$ cat config.mk
export PLATFORM = sky130hd
export DESIGN_NAME = dcache_ctrl
export DESIGN_NICKNAME = d
export VERILOG_FILES = /design/src/rtl/dcache_ctrl.sv
export SDC_FILE = /design/constraint.sdc
export NUM_CORES = 1
export LEC_CHECK = 0
export CAP_MARGIN = 20
export CELL_PAD_IN_SITES_DETAIL_PLACEMENT = 0
export CELL_PAD_IN_SITES_GLOBAL_PLACEMENT = 1
export CORE_ASPECT_RATIO = 2
export CORE_MARGIN = 2
export CORE_UTILIZATION = 35
export CTS_CLUSTER_SIZE = 12
export DETAILED_ROUTE_END_ITERATION = 12
export DONT_BUFFER_PORTS = 1
export GPL_TIMING_DRIVEN = 0
export PLACE_DENSITY = 0.61
export SYNTH_ARGS = -nofsm -noshare
export SYNTH_HDL_FRONTEND = slang
export SYNTH_SLANG_ARGS = --single-unit
$ cat constraint.sdc
create_clock -name clk -period 4.5 [get_ports clk]
set_input_delay 0.9 -clock clk [delete_from_list [all_inputs] [get_ports clk]]
set_output_delay 0.9 -clock clk [all_outputs]
set_load 0.02 [all_outputs]
$ cat src/rtl/dcache_ctrl.sv
`default_nettype none
// ============================================================================
// Module   : dcache_ctrl
// Brief    : Control FSM for a 2-way set-associative write-back data cache.
//            Optional hit/miss counters are enabled by DCACHE_PERF_CNT_EN.
// Revision : 1.0 - initial release
// ============================================================================
module dcache_ctrl #(
    parameter int s_index = 3
) (
    input  logic                clk,
    input  logic                rst_n,
    input  logic                mem_read,
    input  logic                mem_write,
    input  logic [31:0]         mem_address,
    output logic                mem_resp,
    output logic [s_index-1:0]  arr_index,
    input  logic [27-s_index-1:0] tag_out0,
    input  logic [27-s_index-1:0] tag_out1,
    input  logic                valid_out0,
    input  logic                valid_out1,
    input  logic                dirty_out0,
    input  logic                dirty_out1,
    input  logic                lru_out,
    output logic                tag_load0,
    output logic                tag_load1,
    output logic                valid_load0,
    output logic                valid_load1,
    output logic                dirty_load0,
    output logic                dirty_load1,
    output logic                dirty_in,
    output logic                lru_load,
    output logic                lru_in,
    output logic                data_load0,
    output logic                data_load1,
    output logic                data_src,
    output logic                out_way,
    output logic                pmem_read,
    output logic                pmem_write,
    output logic [31:0]         pmem_address,
    input  logic                pmem_resp
`ifdef DCACHE_PERF_CNT_EN
    ,
    output logic [31:0]         hit_count,
    output logic [31:0]         miss_count
`endif
);

    localparam int s_tag = 27 - s_index;

    typedef enum logic [1:0] {
        ST_IDLE      = 2'd0,
        ST_LOOKUP    = 2'd1,
        ST_WRITEBACK = 2'd2,
        ST_FILL      = 2'd3
    } state_t;

    state_t             r_state;
    logic               r_victim;
    logic [s_tag-1:0]   r_victim_tag;

    logic [s_tag-1:0]   w_tag;
    logic [s_index-1:0] w_index;
    logic               w_hit0;
    logic               w_hit1;
    logic               w_hit;
    logic               w_hit_way;
    logic               w_victim_dirty;
    logic               w_unused_offset;

    assign w_tag           = mem_address[31 -: s_tag];
    assign w_index         = mem_address[5 +: s_index];
    assign arr_index       = w_index;
    assign w_unused_offset = ^mem_address[4:0];

    assign w_hit0    = valid_out0 & (tag_out0 == w_tag);
    assign w_hit1    = valid_out1 & (tag_out1 == w_tag);
    assign w_hit     = w_hit0 | w_hit1;
    // Way 0 takes priority if both ways ever match.
    assign w_hit_way = ~w_hit0;

    assign w_victim_dirty = lru_out ? (valid_out1 & dirty_out1)
                                    : (valid_out0 & dirty_out0);

    always_ff @(posedge clk or negedge rst_n) begin
        if (!rst_n) begin
            r_state      <= ST_IDLE;
            r_victim     <= 1'b0;
            r_victim_tag <= '0;
        end else begin
            case (r_state)
                ST_IDLE: begin
                    if (mem_read | mem_write)
                        r_state <= ST_LOOKUP;
                end
                ST_LOOKUP: begin
                    if (w_hit) begin
                        r_state <= ST_IDLE;
                    end else begin
                        r_victim     <= lru_out;
                        r_victim_tag <= lru_out ? tag_out1 : tag_out0;
                        r_state      <= w_victim_dirty ? ST_WRITEBACK : ST_FILL;
                    end
                end
                ST_WRITEBACK: begin
                    if (pmem_resp)
                        r_state <= ST_FILL;
                end
                ST_FILL: begin
                    // Return to LOOKUP; the array bypass makes the retry hit.
                    if (pmem_resp)
                        r_state <= ST_LOOKUP;
                end
                default: r_state <= ST_IDLE;
            endcase
        end
    end

    always_comb begin
        mem_resp     = 1'b0;
        tag_load0    = 1'b0;
        tag_load1    = 1'b0;
        valid_load0  = 1'b0;
        valid_load1  = 1'b0;
        dirty_load0  = 1'b0;
        dirty_load1  = 1'b0;
        dirty_in     = 1'b0;
        lru_load     = 1'b0;
        lru_in       = 1'b0;
        data_load0   = 1'b0;
        data_load1   = 1'b0;
        data_src     = 1'b0;
        out_way      = 1'b0;
        pmem_read    = 1'b0;
        pmem_write   = 1'b0;
        pmem_address = 32'h0;
        case (r_state)
            ST_LOOKUP: begin
                if (w_hit) begin
                    mem_resp = 1'b1;
                    out_way  = w_hit_way;
                    lru_load = 1'b1;
                    lru_in   = ~w_hit_way;
                    if (mem_write) begin
                        data_load0  = ~w_hit_way;
                        data_load1  = w_hit_way;
                        dirty_load0 = ~w_hit_way;
                        dirty_load1 = w_hit_way;
                        dirty_in    = 1'b1;
                    end
                end
            end
            ST_WRITEBACK: begin
                pmem_write   = 1'b1;
                pmem_address = {r_victim_tag, w_index, 5'b0};
                out_way      = r_victim;
            end
            ST_FILL: begin
                pmem_read    = 1'b1;
                pmem_address = {w_tag, w_index, 5'b0};
                if (pmem_resp) begin
                    data_src    = 1'b1;
                    data_load0  = ~r_victim;
                    data_load1  = r_victim;
                    tag_load0   = ~r_victim;
                    tag_load1   = r_victim;
                    valid_load0 = ~r_victim;
                    valid_load1 = r_victim;
                    dirty_load0 = ~r_victim;
                    dirty_load1 = r_victim;
                end
            end
            default: ;
        endcase
    end

`ifdef DCACHE_PERF_CNT_EN
    logic [31:0] r_hit_count;
    logic [31:0] r_miss_count;
    logic        r_retry;

    always_ff @(posedge clk or negedge rst_n) begin
        if (!rst_n) begin
            r_hit_count  <= 32'h0;
            r_miss_count <= 32'h0;
            r_retry      <= 1'b0;
        end else begin
            if (r_state == ST_FILL && pmem_resp)
                r_retry <= 1'b1;
            else if (r_state == ST_LOOKUP)
                r_retry <= 1'b0;
            if (r_state == ST_LOOKUP) begin
                if (w_hit && !r_retry && r_hit_count != 32'hFFFF_FFFF)
                    r_hit_count <= r_hit_count + 32'd1;
                if (!w_hit && r_miss_count != 32'hFFFF_FFFF)
                    r_miss_count <= r_miss_count + 32'd1;
            end
        end
    end

    assign hit_count  = r_hit_count;
    assign miss_count = r_miss_count;
`endif

endmodule
`default_nettype wire

# After elaboration in Yosys (flattened, before gate mapping)
# Index checks and enable logic that the tools add are counted.
[totals]
ff_bits = 27
input_bits = 90
out_inout_bits = 51
wordCells = 55
[classes]
n_eq_ne = 8
muxes = 32
bitwise = 9
reduce_logical = 3
[ops]
columns = ["cell", "count"]
rows = [
  ["$pmux 32 s2", 1],
  ["$eq 24x24->1", 2],
  ["$mux 24", 1],
  ["$mux 1", 22],
  ["$mux 2", 4],
  ["$pmux 2 s4", 1],
  ["$ne 2x2->1 const B", 3],
  ["$pmux 1 s2", 3],
  ["$and 1x1->1", 4],
  ["$eq 2x2->1 const B", 2],
  ["$not 1->1", 3],
  ["$reduce_and 3->1", 1],
  ["$eq 2x1->1 const B", 1],
  ["$logic_not 2->1", 1],
  ["$or 1x1->1", 2],
  ["$reduce_and 2->1", 1],
]

# Depth between registers and ports, before layout
# Gate-level depths: netlist of the first run.
[logic_depth]
ltp_word = 6
ltp_mapped = 8
depth_no_buf = 7

# Worst setup path after synthesis of the first run
# OpenSTA, ideal clock, no wires.
[synth_timing]
path_type = "in2out"
from = "in mem_address[16]"
to = "out mem_resp"
arrival_ps = 2852
required_time_ps = 3600
slack_ps = 748
stages = 6
n_path_buf = 1
path_cell_list = "xnor2_1 nand2_1 or4_4 or4_4 a21oi_1 buf_4"
[synth_between]
elab_chain_len = 5
elab_cells_between_ends = 7
classes_between = "eq/ne: 2; mux: 2; bitwise: 3"
[synth_rtl]
columns = ["element", "line", "source"]
rows = [
  ["start: declaration", "15", "input logic [31:0] mem_address,"],
  ["$eq 24x24->1 (on tied branches)", "76, 77", ""],
  ["$and 1x1->1 (on tied branches)", "76, 77", ""],
  ["$or 1x1->1 (*)", "78", "assign w_hit = w_hit0 | w_hit1;"],
  ["$mux 1 (*) (2 in series)", "n/a", ""],
  ["end: declaration", "16", "output logic mem_resp,"],
]
# Mark *: on every way between the ends. The rest lies on a longest branch, timed or not.

# Final worst setup path of the first run
[layout_timing]
from = "in mem_address[20]"
to = "out mem_resp"
# The elaborated chain is that of the path after synthesis.

==> run summary, run 1 <==
FINISH
-----------------------------------------------------------------------------------------
Filler-free cell count of the finished design                                         331
Sequential standard cell area                                                     676 µm²
Layout filler cell count                                                              703
Area used by multi-input combinational logic                                  0.00162 mm²
Area added between synthesis and finish                                             8.29%
Layout cell share with drive strength beyond 1                                      30.7%
N_diodes                                                                                0
Layout Nets                                                                           336

DRT
-----------------------------------------------------------------------------------------
Detailed-route wire length per cell                                               23.4 µm
DRC marker count from the first detailed-route iteration                               46
Detailed Route WL                                                                 7.73 mm
Vias                                                                                 1855
Count of antenna-violating nets left after detailed routing                             0
Number of remaining DRC errors                                                          0
Avg Vias per Cell                                                                    5.60
Drt first pass iters                                                                    6

CLOCK TREE
-----------------------------------------------------------------------------------------
Root buffer cell                                                             sky130_fd_sc_hd__clkbuf_16
Number of buffers created by CTS                                                        3
Clock transition at the registers of the reported paths                             70 ps
Sink Count                                                                             27
Total of hold buffers inserted after clock tree synthesis                               0
Clock tree from TritonCTS                                                            done
Deepest clock path buffer count                                                         2
Worst skew pair latency                                                            270 ps
Setup Buffers After CTS                                                                 0
H-Tree Depth                                                                            1
Resized Gates After CTS                                                                 0

TIMING
-----------------------------------------------------------------------------------------
Final count of negative-setup-slack endpoints                                           0
Final period utilization                                                            87.0%
Total count of max-transition violations in the final report                            0
Tmin final                                                                        3910 ps
Normalized max-slew margin                                                          51.0%
Max Freq                                                                          256 MHz
Actual transition at the worst max-transition pin                                  727 ps
Number of hold violations in the final report                                           0
Sum of negative setup slack                                                          0 ps
Clk_skew                                                                          4.12 ps
Setup repair after global routing missed its margin                                    no

SYNTH
-----------------------------------------------------------------------------------------
Area contributors post-synth                                                 sky130_fd_sc_hd__dfrtp_1 27%, sky130_fd_sc_hd__mux2_2 14%, sky130_fd_sc_hd__mux2_4 11%
Part of the Yosys area used for sequential elements                                 27.1%
Dominant synthesized flop cell                                               sky130_fd_sc_hd__dfrtp_1
Synth Area in XOR/XNOR                                                              16.9%
Share of the synthesized area in the top cell type                                  27.1%
Synth Register Bits                                                                    27
Synth Area in Adders                                                                2.01%
Most numerous cell in the Yosys netlist                                      sky130_fd_sc_hd__mux2_2
Post-synthesis compound-gate area fraction                                          11.3%
Cell type with the highest aggregate area in the netlist                     sky130_fd_sc_hd__dfrtp_1
Post-Synthesis Cell Area                                                      0.00249 mm²
Ranking of synthesized cells by instance count                               31 x sky130_fd_sc_hd__mux2_2, 30 x sky130_fd_sc_hd__xor2_1, 27 x sky130_fd_sc_hd__dfrtp_1
Number of warnings printed during yosys synthesis                                       0
Proportion of register bits with asynchronous set or reset after synthesis           100%
Post-synthesis mux area share                                                       24.9%
Count of cell types in the netlist                                                     35
Share of synthesized cell area in and, or, nand and nor gates                       9.25%
Post-synthesis average cell area                                                 10.7 µm²
Combinational family with the most area after synthesis                      multiplexers
Number of enable flip-flop cells after synthesis                                        0
Synthesized netlist cell count                                                        233

CRITICAL PATH
-----------------------------------------------------------------------------------------
Worst reg2reg endpoint                                                         r_state[0]
Slack of the worst reg-to-reg path                                                1950 ps
Start-to-end type of the worst setup path                                    primary input to output pin
Worst Path Required                                                               3600 ps
Crit path max fanout                                                                    4
Capturing element of the worst setup path                                        mem_resp
Arrival time of the worst setup path                                              3010 ps
Crit path capture type                                                         output pin
Kind of start point of the critical path                                     primary input
Start point of the critical path                                             mem_address[20]
Worst reg2reg path depth                                                                7
Source of the worst register-to-register timing path                           r_state[0]

GLOBAL ROUTE
-----------------------------------------------------------------------------------------
Number of global-route vias before repair                                            1956
First-pass GRT wire length                                                        11.2 mm
Congestion Overflow GR                                                                  0
Largest net degree at the start of global routing                                      28
GR Util All Layers                                                                  19.7%
Number of antenna violations at the first check in global routing                       0

DIE
-----------------------------------------------------------------------------------------
Chip Height                                                                        123 µm
Die outline width                                                                 63.6 µm
Row count                                                                              43
CORE AREA                                                                     0.00694 mm²
Io pins                                                                               141
Die area                                                                      0.00785 mm²
Starting density of the core                                                        35.9%

PLACED DESIGN
-----------------------------------------------------------------------------------------
Placer congestion estimate                                                          0.785
Cell Count Post-Placement                                                             327
Detailed-placement wirelength estimate                                            6.09 mm
Port buffer count                                                                       0

POWER
-----------------------------------------------------------------------------------------
Highest ir drop seen on vdd                                                      0.253 mV
P per Cell Area                                                                575 mW/mm²
Static leakage                                                                    1.16 nW
Design Power                                                                      1.55 mW

OUTCOME
-----------------------------------------------------------------------------------------
Status                                                                       finished, final reports clean

RUN
-----------------------------------------------------------------------------------------
Maxcap violations                                                                       0

WORST HOLD PATH
-----------------------------------------------------------------------------------------
Worst hold path class                                                        primary input to asynchronous set/reset pin

==> power breakdown <==
group / internal [mW] / leakage (nW) / switching (mW)
Clock: 0.122 / 0.0382 / 0.0968
Combinational: 0.408 / 0.807 / 0.480
Sequential: 0.369 / 0.316 / 0.0745
Total: 0.900 / 1.16 / 0.651
==> worst min-delay path by stage <==
stage | cells after the start | slack (ps) | start | endpoint
final | 0 | 310 | rst_n | r_victim_tag[12]
after global routing | 0 | 300 | rst_n | r_victim_tag[12]
after CTS | 0 | 310 | rst_n | r_victim_tag[12]
after detailed placement | 1 | 490 | r_victim_tag[3] | r_victim_tag[3]
after global placement | 1 | 490 | r_victim_tag[13] | r_victim_tag[13]
after floorplan | 1 | 480 | r_victim_tag[10] | r_victim_tag[10]
==> registers in the layout, indices dropped and copies added (netlist names) <==
register      cells
r_victim_tag     24
r_victim          1
r_state           2
==> metrics by stage <==
stage / hold WS [ps] / setup slack (ps) / area [µm²] / util (%)
3_3_place_gp: 489 / 555 / 2620 / 37.7
3_5_place_dp: 493 / 534 / 2620 / 37.7
2_1_floorplan: 480 / 748 / 2500 / -
6_report: 313 / 586 / 2700 / 38.8
4_1_cts: 309 / 531 / 2700 / 38.8
5_1_grt: 302 / 448 / 2700 / 38.8
==> critical path, stage by stage <==
cell and delay (ps):
sky130_fd_sc_hd__xnor2_1 130, sky130_fd_sc_hd__nand2_1 110, sky130_fd_sc_hd__or4_4 550, sky130_fd_sc_hd__or4_4 600
sky130_fd_sc_hd__a21oi_1 480, sky130_fd_sc_hd__buf_4 240
==> cell usage in the layout (no fill, tap or decap), drive strengths merged <==
| master | n |
|---|---|
| a21o | 1 |
| a21oi | 3 |
| a22o | 24 |
| a311o | 1 |
| a32oi | 1 |
| and3 | 3 |
| buf | 16 |
| clkbuf | 10 |
| conb | 5 |
| dfrtp | 27 |
| dlygate4sd1 | 2 |
| ha | 4 |
| inv | 5 |
| mux2 | 49 |
| nand2 | 9 |
| nand3 | 3 |
| nand4 | 3 |
| nor2 | 9 |
| nor2b | 3 |
| nor3 | 2 |
| nor4 | 7 |
| o21ai | 1 |
| o221ai | 1 |
| o22ai | 1 |
| o31ai | 1 |
| or4 | 2 |
| xnor2 | 18 |
| xor2 | 30 |
==> routing by layer <==
| layer | share of wire [%] | track usage (%) |
|---|---|---|
| met3 | 6.1 | 3.09 |
| met2 | 57 | 38.0 |
| met5 | 0 | 0 |
| met1 | 34 | 20.5 |
| met4 | 2.8 | 8.97 |
==> final cells by class <==
cell class | instances | area share, %
clock buffers | 4 | 2.92
plain buffers | 24 | 7.10
well taps | 90 | 4.18
flip-flops and latches | 27 | 25.1
multi-input cells | 181 | 60.0
inverters | 5 | 0.696
==> kinds of logic (layout without fill, tap and decap cells) <==
| group | Yosys count | count (layout) |
|---|---|---|
| DFF | 27 | 27 |
| AOI/OAI and AO/OA | 34 | 34 |
| and+or+nand+nor | 41 | 41 |
| xor gates and xnor gates | 48 | 48 |
| muxes | 49 | 49 |
| adders and majority gates | 4 | 4 |
| other | 1 | 5 |
| buffers and inverters | 29 | 33 |
Power figures use the tool's default switching activity.
==> inputs of run 2 (changes only) <==
--- a/config.mk
+++ b/config.mk
@@ -11,6 +11,7 @@
 export CORE_ASPECT_RATIO = 2
 export CORE_MARGIN = 2
 export CORE_UTILIZATION = 35
+export CTS_CLUSTER_DIAMETER = 150
 export CTS_CLUSTER_SIZE = 12
 export DETAILED_ROUTE_END_ITERATION = 12
 export DONT_BUFFER_PORTS = 1
==> results of run 2 <==
No change in the layout: final DEF, timing and power equal those of run 1.
